--- src/rtl/riscv_pkg.sv ---
// Shared RISC-V front-end definitions: NOP encoding, reset PC default and
// the IF/ID payload types used by the fetch stage.
package riscv_pkg;

  localparam logic [31:0] NOP_INSTR        = 32'h0000_0013;
  localparam logic [31:0] DEFAULT_RESET_PC = 32'h0000_0000;

  // Payload handed to decode.
  typedef struct packed {
    logic [31:0] instr;
    logic [31:0] PC;
    logic [31:0] PCPlus4;
  } ifid_t;

  // One fetched instruction waiting in the fetch buffer.
  typedef struct packed {
    logic [31:0] instr;
    logic [31:0] pc;
  } fetch_entry_t;

  localparam ifid_t IFID_BUBBLE = '{instr: NOP_INSTR, PC: 32'h0, PCPlus4: 32'h0};

  // Redirect targets are forced to word alignment.
  function automatic logic [31:0] align_pc(input logic [31:0] addr);
    return addr & 32'hFFFF_FFFC;
  endfunction

endpackage

--- src/rtl/ifid_if.sv ---
// IF/ID pipeline register bundle; fetch drives it, decode reads it.
interface ifid_if;
  riscv_pkg::ifid_t data;

  modport wr (output data);
  modport rd (input  data);
endinterface

--- src/rtl/fetch_fifo.sv ---
// Two-entry in-order FIFO with synchronous clear. A push into a full FIFO is
// accepted when a pop happens in the same cycle.
module fetch_fifo #(
  parameter int WIDTH = 32
) (
  input  logic             clk,
  input  logic             rst_n,
  input  logic             clear,
  input  logic             push,
  input  logic [WIDTH-1:0] din,
  input  logic             pop,
  output logic [WIDTH-1:0] dout,
  output logic [1:0]       count
);

  logic [WIDTH-1:0] slot [2];
  logic             rd_ptr;
  logic             wr_ptr;
  logic             do_push;
  logic             do_pop;

  assign do_pop  = pop && (count != 2'd0);
  assign do_push = push && ((count != 2'd2) || do_pop);
  assign dout    = slot[rd_ptr];

  // NOTE: the data slots carry no reset; occupancy is tracked only by count,
  // so stale slot contents are never observed as valid.
  always_ff @(posedge clk) begin
    if (do_push && !clear) begin
      slot[wr_ptr] <= din;
    end
  end

  // NOTE: state is updated with <= so every flop samples pre-edge values,
  // independent of the order in which always blocks are evaluated.
  always_ff @(posedge clk or negedge rst_n) begin
    if (!rst_n) begin
      rd_ptr <= 1'b0;
      wr_ptr <= 1'b0;
      count  <= 2'd0;
    end else if (clear) begin
      rd_ptr <= 1'b0;
      wr_ptr <= 1'b0;
      count  <= 2'd0;
    end else begin
      if (do_push) wr_ptr <= ~wr_ptr;
      if (do_pop)  rd_ptr <= ~rd_ptr;
      count <= count + 2'(do_push) - 2'(do_pop);
    end
  end

endmodule

--- src/rtl/if_stage.sv ---
// Instruction fetch stage: issues word fetches, tracks in-flight PCs, buffers
// returned instructions and feeds the IF/ID register, with branch redirect.
module if_stage import riscv_pkg::*; #(
  parameter logic [31:0] RESET_PC = DEFAULT_RESET_PC
) (
  input  logic        clk,
  input  logic        reset,
  input  logic        StallF,
  input  logic        StallD,
  input  logic        FlushD,
  input  logic        PCSrcE,
  input  logic [31:0] PCTargetE,
  output logic        imem_req_valid,
  input  logic        imem_req_ready,
  output logic [31:0] imem_req_addr,
  input  logic        imem_rsp_valid,
  input  logic [31:0] imem_rsp_data,
  ifid_if.wr          ifid,
  output logic        ValidD
);

  logic [31:0]  pcf;
  logic [1:0]   drop_cnt;
  logic [1:0]   pcq_count;
  logic [31:0]  pcq_head;
  logic [1:0]   fb_count;
  fetch_entry_t fb_head;
  fetch_entry_t fb_push_data;
  logic         req_fire;
  logic         rsp_keep;
  logic         fb_pop;
  ifid_t        ifid_q;
  ifid_t        ifid_next;
  logic         valid_q;
  logic         valid_next;

  // Outstanding counts every accepted request still owed a response, whether
  // it will be kept (PC queue) or discarded (drop count).
  assign imem_req_valid = reset && !StallF && !PCSrcE &&
                          ((3'(pcq_count) + 3'(drop_cnt) + 3'(fb_count)) < 3'd2);
  assign imem_req_addr  = pcf;
  assign req_fire       = imem_req_valid && imem_req_ready;

  assign rsp_keep     = imem_rsp_valid && (drop_cnt == 2'd0) && !PCSrcE;
  assign fb_push_data = '{instr: imem_rsp_data, pc: pcq_head};
  assign fb_pop       = !FlushD && !StallD && (fb_count != 2'd0);

  fetch_fifo #(.WIDTH(32)) u_pc_queue (
    .clk   (clk),
    .rst_n (reset),
    .clear (PCSrcE),
    .push  (req_fire),
    .din   (pcf),
    .pop   (rsp_keep),
    .dout  (pcq_head),
    .count (pcq_count)
  );

  fetch_fifo #(.WIDTH($bits(fetch_entry_t))) u_fetch_buf (
    .clk   (clk),
    .rst_n (reset),
    .clear (PCSrcE),
    .push  (rsp_keep),
    .din   (fb_push_data),
    .pop   (fb_pop),
    .dout  (fb_head),
    .count (fb_count)
  );

  // NOTE: every variable gets a default at the top of always_comb so no path
  // leaves it unassigned, which would otherwise infer a latch.
  always_comb begin
    ifid_next  = ifid_q;
    valid_next = valid_q;
    if (FlushD) begin
      ifid_next  = IFID_BUBBLE;
      valid_next = 1'b0;
    end else if (!StallD) begin
      if (fb_count != 2'd0) begin
        ifid_next  = '{instr: fb_head.instr, PC: fb_head.pc, PCPlus4: fb_head.pc + 32'd4};
        valid_next = 1'b1;
      end else begin
        ifid_next  = IFID_BUBBLE;
        valid_next = 1'b0;
      end
    end
  end

  always_ff @(posedge clk or negedge reset) begin
    if (!reset) begin
      pcf      <= RESET_PC;
      drop_cnt <= 2'd0;
      ifid_q   <= IFID_BUBBLE;
      valid_q  <= 1'b0;
    end else begin
      // A redirect wins over StallF so the branch target is never lost.
      if (PCSrcE) begin
        pcf <= align_pc(PCTargetE);
      end else if (req_fire) begin
        pcf <= pcf + 32'd4;
      end

      // Every in-flight response at redirect time belongs to the wrong path;
      // one arriving in the redirect cycle itself is consumed right here.
      if (PCSrcE) begin
        drop_cnt <= pcq_count + drop_cnt - {1'b0, imem_rsp_valid};
      end else if (imem_rsp_valid && (drop_cnt != 2'd0)) begin
        drop_cnt <= drop_cnt - 2'd1;
      end

      ifid_q  <= ifid_next;
      valid_q <= valid_next;
    end
  end

  assign ifid.data = ifid_q;
  assign ValidD    = valid_q;

endmodule

--- src/flat_wrapper.sv ---
// flat-port wrapper written by rule: the top's interface ports become plain ports
module if_stage_flat import riscv_pkg::*;
#(
  parameter logic [31:0] RESET_PC = DEFAULT_RESET_PC
)
  (clk, reset, StallF, StallD, FlushD, PCSrcE, PCTargetE, imem_req_valid, imem_req_ready, imem_req_addr, imem_rsp_valid, imem_rsp_data, ValidD, ifid_data);
  ifid_if ifid_i ();
  input  logic clk;
  input  logic reset;
  input  logic StallF;
  input  logic StallD;
  input  logic FlushD;
  input  logic PCSrcE;
  input  logic [31:0] PCTargetE;
  output logic imem_req_valid;
  input  logic imem_req_ready;
  output logic [31:0] imem_req_addr;
  input  logic imem_rsp_valid;
  input  logic [31:0] imem_rsp_data;
  output logic ValidD;
  output wire logic [$bits(ifid_i.data)-1:0] ifid_data;
  assign ifid_data = ifid_i.data;
  if_stage #(.RESET_PC(RESET_PC)) u_core (.clk(clk), .reset(reset), .StallF(StallF), .StallD(StallD), .FlushD(FlushD), .PCSrcE(PCSrcE), .PCTargetE(PCTargetE), .imem_req_valid(imem_req_valid), .imem_req_ready(imem_req_ready), .imem_req_addr(imem_req_addr), .imem_rsp_valid(imem_rsp_valid), .imem_rsp_data(imem_rsp_data), .ifid(ifid_i), .ValidD(ValidD));
endmodule
--- config.mk ---
export PLATFORM = sky130hd
export DESIGN_NAME = if_stage_flat
export DESIGN_NICKNAME = d
export VERILOG_FILES = /design/src/rtl/riscv_pkg.sv /design/src/rtl/ifid_if.sv /design/src/rtl/fetch_fifo.sv /design/src/rtl/if_stage.sv /design/src/flat_wrapper.sv
export SDC_FILE = /design/constraint.sdc
export NUM_CORES = 1
export LEC_CHECK = 0
export CAP_MARGIN = 40
export CELL_PAD_IN_SITES_DETAIL_PLACEMENT = 1
export CELL_PAD_IN_SITES_GLOBAL_PLACEMENT = 2
export CORE_MARGIN = 2
export CORE_UTILIZATION = 42
export DETAILED_ROUTE_END_ITERATION = 6
export GPL_ROUTABILITY_DRIVEN = 0
export PLACE_DENSITY = 0.92
export SETUP_SLACK_MARGIN = 0.02
export SLEW_MARGIN = 20
export SYNTH_ARGS = -nofsm -noshare
export SYNTH_HDL_FRONTEND = slang
export SYNTH_HIERARCHICAL = 1
export SYNTH_SLANG_ARGS = --single-unit
--- constraint.sdc ---
create_clock -name clk -period 12.85 [get_ports clk]
set_input_delay 3.2125 -clock clk [delete_from_list [all_inputs] [get_ports clk]]
set_output_delay 3.2125 -clock clk [all_outputs]
set_load 0.1 [all_outputs]
==> results of run 1 <==
[cells by family (layout without fill, tap and decap cells)]
family                   count (synthesis)  count (layout)  synth area share [%]
AO/OA/AOI/OAI                          131             131                  7.01
XOR/XNOR                                66              66                  4.30
adder cells (fa/ha/maj)                 13              13                  1.25
buffers and inverters                   67             428                  2.54
flip-flops                             327             327                  67.2
multiplexers                           102             102                  9.85
other                                    1               6                0.0276
AND/OR/NAND/NOR                        189             189                  7.81
[state kept, by name, indices dropped and copies added, names as in the netlist]
register,cells
u_core/u_pc_queue/rd_ptr,1
u_core/ifid.data,94
u_core/u_fetch_buf/wr_ptr,1
u_core/imem_req_addr,30
u_core/u_fetch_buf/rd_ptr,1
u_core/u_pc_queue/count,2
u_core/u_fetch_buf/slot,128
u_core/drop_cnt,2
u_core/ValidD,1
u_core/u_pc_queue/wr_ptr,1
u_core/u_fetch_buf/count,2
u_core/u_pc_queue/slot,64
[how the worst min path moves through the flow]
stage                                               endpoint  slack, ns  cells past startpoint
floorplan           u_core/u_fetch_buf/slot[0][10]$_DFFE_PP_       0.54                      1
global placement             u_core/ifid.data[7]$_DFFE_PN0P_       0.46                      2
detailed placement          u_core/ifid.data[11]$_DFFE_PN0P_       0.48                      2
CTS                         u_core/ifid.data[11]$_DFFE_PN0P_       0.49                      2
global route                u_core/ifid.data[59]$_DFFE_PN0P_       0.52                      1
finish                      u_core/ifid.data[11]$_DFFE_PN0P_       0.48                      2
[critical path, stage by stage]
cell and delay [ns]:
buf_6 0.41, nor3b_1 0.34, nand2_1 0.09, nor2_1 0.09
clkdlybuf4s50_1 0.52, buf_8 0.20
[metal layers]
metal / wire length (um) / vias to the layer above / global-route usage [%]
met5: 0 / - / 0
li1: - / 3964 / -
met3: 1360 / 83 / 3.05
met1: 15900 / 4606 / 28.7
met2: 21300 / 284 / 43.1
met4: 1250 / 0 / 8.64
[stage by stage]
| stage | instance area [um2] | total power, uW | instances | utilization [%] |
|---|---|---|---|---|
| 6_report | 19400 | 2600 | 1664 | 61.0 |
| 5_1_grt | 19400 | 2670 | 1664 | 61.0 |
| 4_1_cts | 19300 | 2620 | 1660 | 60.8 |
| 3_5_place_dp | 18200 | 1640 | 1596 | 57.3 |
| 3_3_place_gp | 16000 | 1550 | 1468 | 50.4 |
| 2_1_floorplan | 13600 | 1450 | 901 | - |
[area by class of cell]
class,instances,area [um2],area share [%]
timing repair buffer,344,4360,22.5
sequential,327,9150,47.3
tap,402,503,2.60
clock inverter,22,176,0.911
clock buffer,42,932,4.81
inverter,20,75.1,0.388
multi-input combinational,507,4170,21.5
[power groups by stage]
stage	registers, uW	logic, uW	clock network, uW
detailed placement	1210	428	0
global placement	1210	342	0
finish	1190	432	975
CTS	1190	433	993
global route	1200	452	1030
floorplan	1340	106	0
[synthesized netlist by cell type (2+ instances only)]
master	n
nor4_4	3
mux2_4	52
nand3_1	13
o31ai_4	2
o21ai_0	12
nor3_2	6
nor3_1	10
and3_1	11
a22o_1	64
inv_1	17
nor4_2	3
mux2_2	34
inv_2	3
buf_1	3
xor2_1	24
nand2_1	81
mux2_1	14
edfxtp_1	192
buf_6	9
o21ai_1	44
dfrtp_1	132
xnor2_1	41
nor2_1	18
and4_1	6
o22a_1	3
buf_2	6
nor2b_1	7
and2_1	4
nor3b_1	3
buf_4	5
clkbuf_1	24
nand4_2	4
ha_1	12
nand4_1	12
mux2i_1	2
nand2b_1	2
dfstp_2	3
==> results.md, run 1 <==
* 1st-iter DRT viols at 447
* Post-Place Setup Slack at 4.72 ns
* Ys async rst share at 41.3%
* Initial Util at 42.9%
* Crit-path max FO at 47
* Crit end category: output port
* Die Height at 184 um
* Yosys warning total at 6
* Commonest cells after routing, fill and taps aside: clkdlybuf4s50_1 (195), edfxtp_1 (192), dfrtp_1 (131), buf_8 (106), nand2_1 (81)
* Layout cells sized above 1 at 25.7%
* GRT Util Overall at 23.7%
* Slew Viols, Final at 0
* Nets at 1320
* Power Density at 134 nW/um2
* Wirelength per Cell at 23.9 um
* R2R Path Start: u_core/u_fetch_buf/count[1]$_DFF_PN0_
* Net switching power at 735 uW
* TritonCTS clock tree: built
* Setup-failing EPs final at 0
* First-pass GRT wire length at 60500 um
* Clock H-tree levels at 2
* Share of the synthesized area in the top cell type at 42.4%
* Sequential power share at 45.9%
* DRC viols at 0
* # rows at 65
* Mapped cell area at 13600 um2
* Status: finished, final reports clean
* Pleak at 0.00753 uW
* CP Launch Type: primary input
* Worst EP required at 9.64 ns
* Worst R2R Path Depth at 10
* Area contributors post-synth: edfxtp_1 (42%), dfrtp_1 (24%), mux2_4 (5.7%)
* Ys flop type: edfxtp_1
* GR Overflow Total at 0
* CTS clk-pin slew, worst paths at 0.06 ns
* Worst slew pin tran at 0.812 ns
* First-pass DRT Iterations at 4
* Max IR drop VDD at 0.0858 mV
* Max cap viols at 0
* Netlist cell types at 52
* Drt total wl at 39800 um
* Area delta synth->final at 42.3%
* Hold/Removal Path Class: flip-flop to flip-flop
* P_int at 1860 uW
* Register area share after synthesis at 67.2%
* Power share of the clock group at 37.5%
* Die Wd at 184 um
* CTS buffer count at 35
* Final WS setup at 4.75 ns
* Boundary Pins at 202
* Post-CTS Resized at 0
* DIE AREA at 33900 um2
* Yosys reg bits at 327
* Unrepaired setup endpoints after global routing: false
* Reg-to-reg slack, setup at 9.05 ns
* Setup Buffers After CTS at 0
* Switching share of power at 28.3%
* # diodes at 0
* Core area at 31700 um2
* Worst hold margin at 0.484 ns
* Critical path class: primary input to output port
* Filler cells at 2916
* Critical Path AT at 4.88 ns
* CTS max path bufs at 3
* Max transition margin at 45.9%
* Post-synth EDFFs at 192
* Root buffer cell: clkbuf_16
* Post-detailed-route count of antenna-violating nets at 0
* Dominant cell type by area after synthesis: edfxtp_1
* Period minus WS final at 8.10 ns
* Final clock skew at 0.0240 ns
* Clock Sinks at 327
* IO buf count at 197
* Combinational share of power at 16.6%
* Avg Cell Area, Syn at 15.2 um2
* RR Endpoint: u_core/u_pc_queue/slot[1][14]$_DFFE_PP_
* Most common cell after layout, fill and taps aside: clkdlybuf4s50_1
* DR vias/cell at 5.37
* Worst Setup SP: reset
* Hold-fix buffers, CTS at 0
* Hold Path Origin: u_core/ifid.data[11]$_DFFE_PN0P_
* Fin Setup TNS at 0 ns
* Routed vias at 8937
* Final Cycle Share at 63.0%
* Final Hold Viols at 0
* Post-synthesis cell count at 896
* Clock Latency Late Sink at 0.53 ns
* Max Clk Rate at 124 MHz
* Worst setup path end: imem_req_valid
* Initial antenna violation count at 0
* Vias in the first global route at 9967
* Largest net degree at the start of global routing at 81
* Post-DP HPWL at 26300 um
Note: power is estimated with default switching activity, not from simulation.
==> run 2: changes to the inputs <==
Settings changed: CORE_UTILIZATION 42 to 35, PLACE_DENSITY 0.92 to 0.82.
Clock period 12.85 ns to 7.4 ns, I/O delays scaled along.
==> results.md, run 2 (synthesis results as in run 1) <==
* Root buffer cell: clkbuf_16
* DR vias/cell at 4.80 (-11%)
* First-pass DRT Iterations at 4 (unchanged)
* Most common cell after layout, fill and taps aside: clkdlybuf4s50_1
* Max IR drop VDD at 0.120 mV (+40%)
* Largest net degree at the start of global routing at 80 (-1.2%)
* Die Wd at 201 um (+9.3%)
* CTS buffer count at 37 (+5.7%)
* Post-DP HPWL at 24700 um (-6.0%)
* DRC viols at 0 (unchanged)
* Nets at 1323 (+0.23%)
* Worst slew pin tran at 0.834 ns (+0.0226 ns)
* Period minus WS final at 5.32 ns
* DIE AREA at 40500 um2 (+20%)
* Clock Latency Late Sink at 0.53 ns (about the same)
* First-pass GRT wire length at 55600 um (-8.1%)
* Boundary Pins at 202 (unchanged)
* IO buf count at 197 (unchanged)
* Max transition margin at 44.4% (-1.5 points)
* GR Overflow Total at 0 (unchanged)
* CTS max path bufs at 3 (unchanged)
* Hold/Removal Path Class: flip-flop to flip-flop
* Wirelength per Cell at 20.2 um (-16%)
* Hold-fix buffers, CTS at 0 (unchanged)
* Post-detailed-route count of antenna-violating nets at 0 (unchanged)
* Die Height at 201 um (+9.3%)
* Max cap viols at 0 (unchanged)
* GRT Util Overall at 17.7% (-6.0 points)
* Final core utilization at 51.0% (-10 points)
* Vias in the first global route at 9366 (-6.0%)
* Area delta synth->final at 44.5%
* Max Clk Rate at 188 MHz
* Power Density at 234 nW/um2 (+74%)
* Fin Setup TNS at 0 ns (unchanged)
* Layout cells sized above 1 at 26.4% (+0.77 points)
* Unrepaired setup endpoints after global routing: false
* # rows at 72 (+11%)
* Initial antenna violation count at 0 (unchanged)
* CTS clk-pin slew, worst paths at 0.06 ns (about the same)
* Crit-path max FO at 2 (-96%)
* 1st-iter DRT viols at 388 (-13%)
* Max reg flops at 128 (unchanged)
* CP Launch Type: primary input
* Initial Util at 35.3% (-7.6 points)
* Worst EP required at 5.55 ns (-4.09 ns)
* Critical Path AT at 3.47 ns (-1.41 ns)
* Final Cycle Share at 71.9%
* Final clock skew at 0.0187 ns (-0.00533 ns)
* Routed vias at 8565 (-4.2%)
* Final Hold Viols at 0 (unchanged)
* Critical-path top delay cell: clkdlybuf4s50_1
* # diodes at 0 (unchanged)
* Setup-failing EPs final at 0 (unchanged)
* Core area at 38600 um2 (+22%)
* Slew Viols, Final at 0 (unchanged)
* Crit end category: output port
* Cell breakdown of the critical path: clkdlybuf4s50_1, nor3b_1, nand2_1, nor2_1, clkdlybuf4s50_1, buf_8
* Clock H-tree levels at 2 (unchanged)
* Critical path class: primary input to output port
* Pleak at 0.00762 uW (+1.2%)
* CP most frequent cell: clkdlybuf4s50_1
* Clock Sinks at 327 (unchanged)
* Largest reg by FF count: u_core/u_fetch_buf/slot
* Status: finished, final reports clean
* Drt total wl at 36000 um (-9.5%)
* Largest stage delay, worst path at 0.53 ns (about the same)
* TritonCTS clock tree: built
* Commonest cells after routing, fill and taps aside: clkdlybuf4s50_1 (195), edfxtp_1 (192), dfrtp_1 (131), buf_8 (107), nand2_1 (81)
* Setup Buffers After CTS at 0 (unchanged)
* Post-CTS Resized at 0 (unchanged)
[run 2: critical path, delay by kind of cell]
kind,cells,cell delay (ns)
and+or+nand+nor,3,0.46
buffers and inverters,3,1.15
[run 2: power breakdown]
group	leakage [uW]	internal, uW	switching, uW
logic	0.00349	290	457
clock network	0.000592	1040	748
registers	0.00354	2000	61.0
total	0.00762	3330	1270
[run 2: routing by layer]
metal | wire length (um) | part of all wire [%] | track usage, %
met2 | 18100 | 50 | 30.5
met3 | 1290 | 3.6 | 2.64
met5 | 0 | 0 | 0
met4 | 1020 | 2.8 | 6.20
met1 | 15600 | 43 | 22.7
[run 2: layout make-up]
type	instances	area, um2
clock buffers	44	1020
well taps	518	648
repair buffers	345	4420
flip-flops and latches	327	9150
inverters	20	75.1
fillers	3767	18900
clock inverters	24	178
multi-input cells	507	4180
[run 2: path summary, 6_finish.rpt]
| path | slack, ns | startpoint | end | cells past startpoint |
|---|---|---|---|---|
| setup reg to reg | 3.87 | u_core/u_fetch_buf/count[1]$_DFF_PN0_ | u_core/u_pc_queue/slot[1][24]$_DFFE_PP_ | 10 |
| setup / recovery | 2.08 | StallF | imem_req_valid | 6 |
| max in group asynchronous | 5.16 | reset | u_core/u_fetch_buf/rd_ptr$_DFFE_PN0P_ | 2 |
| min in group asynchronous | 1.24 | reset | u_core/imem_req_addr[10]$_DFFE_PN0P_ | 1 |
| hold reg to reg | 0.48 | u_core/ifid.data[7]$_DFFE_PN0P_ | u_core/ifid.data[7]$_DFFE_PN0P_ | 2 |
| hold / removal | 0.48 | u_core/ifid.data[7]$_DFFE_PN0P_ | u_core/ifid.data[7]$_DFFE_PN0P_ | 2 |
[run 2: metrics by stage]
| step | std cells | setup WS (ns) | instance area, um2 | hold WS (ns) | total power [uW] |
|---|---|---|---|---|---|
| floorplan | 901 | 1.62 | 13600 | 0.537 | 2510 |
| global placement | 1583 | 1.63 | 16100 | 0.470 | 2700 |
| detailed placement | 1712 | 2.04 | 18300 | 0.470 | 2840 |
| CTS | 1780 | 2.02 | 19500 | 0.484 | 4650 |
| global route | 1785 | 1.87 | 19700 | 0.511 | 4760 |
| finish | 1785 | 2.08 | 19700 | 0.475 | 4600 |
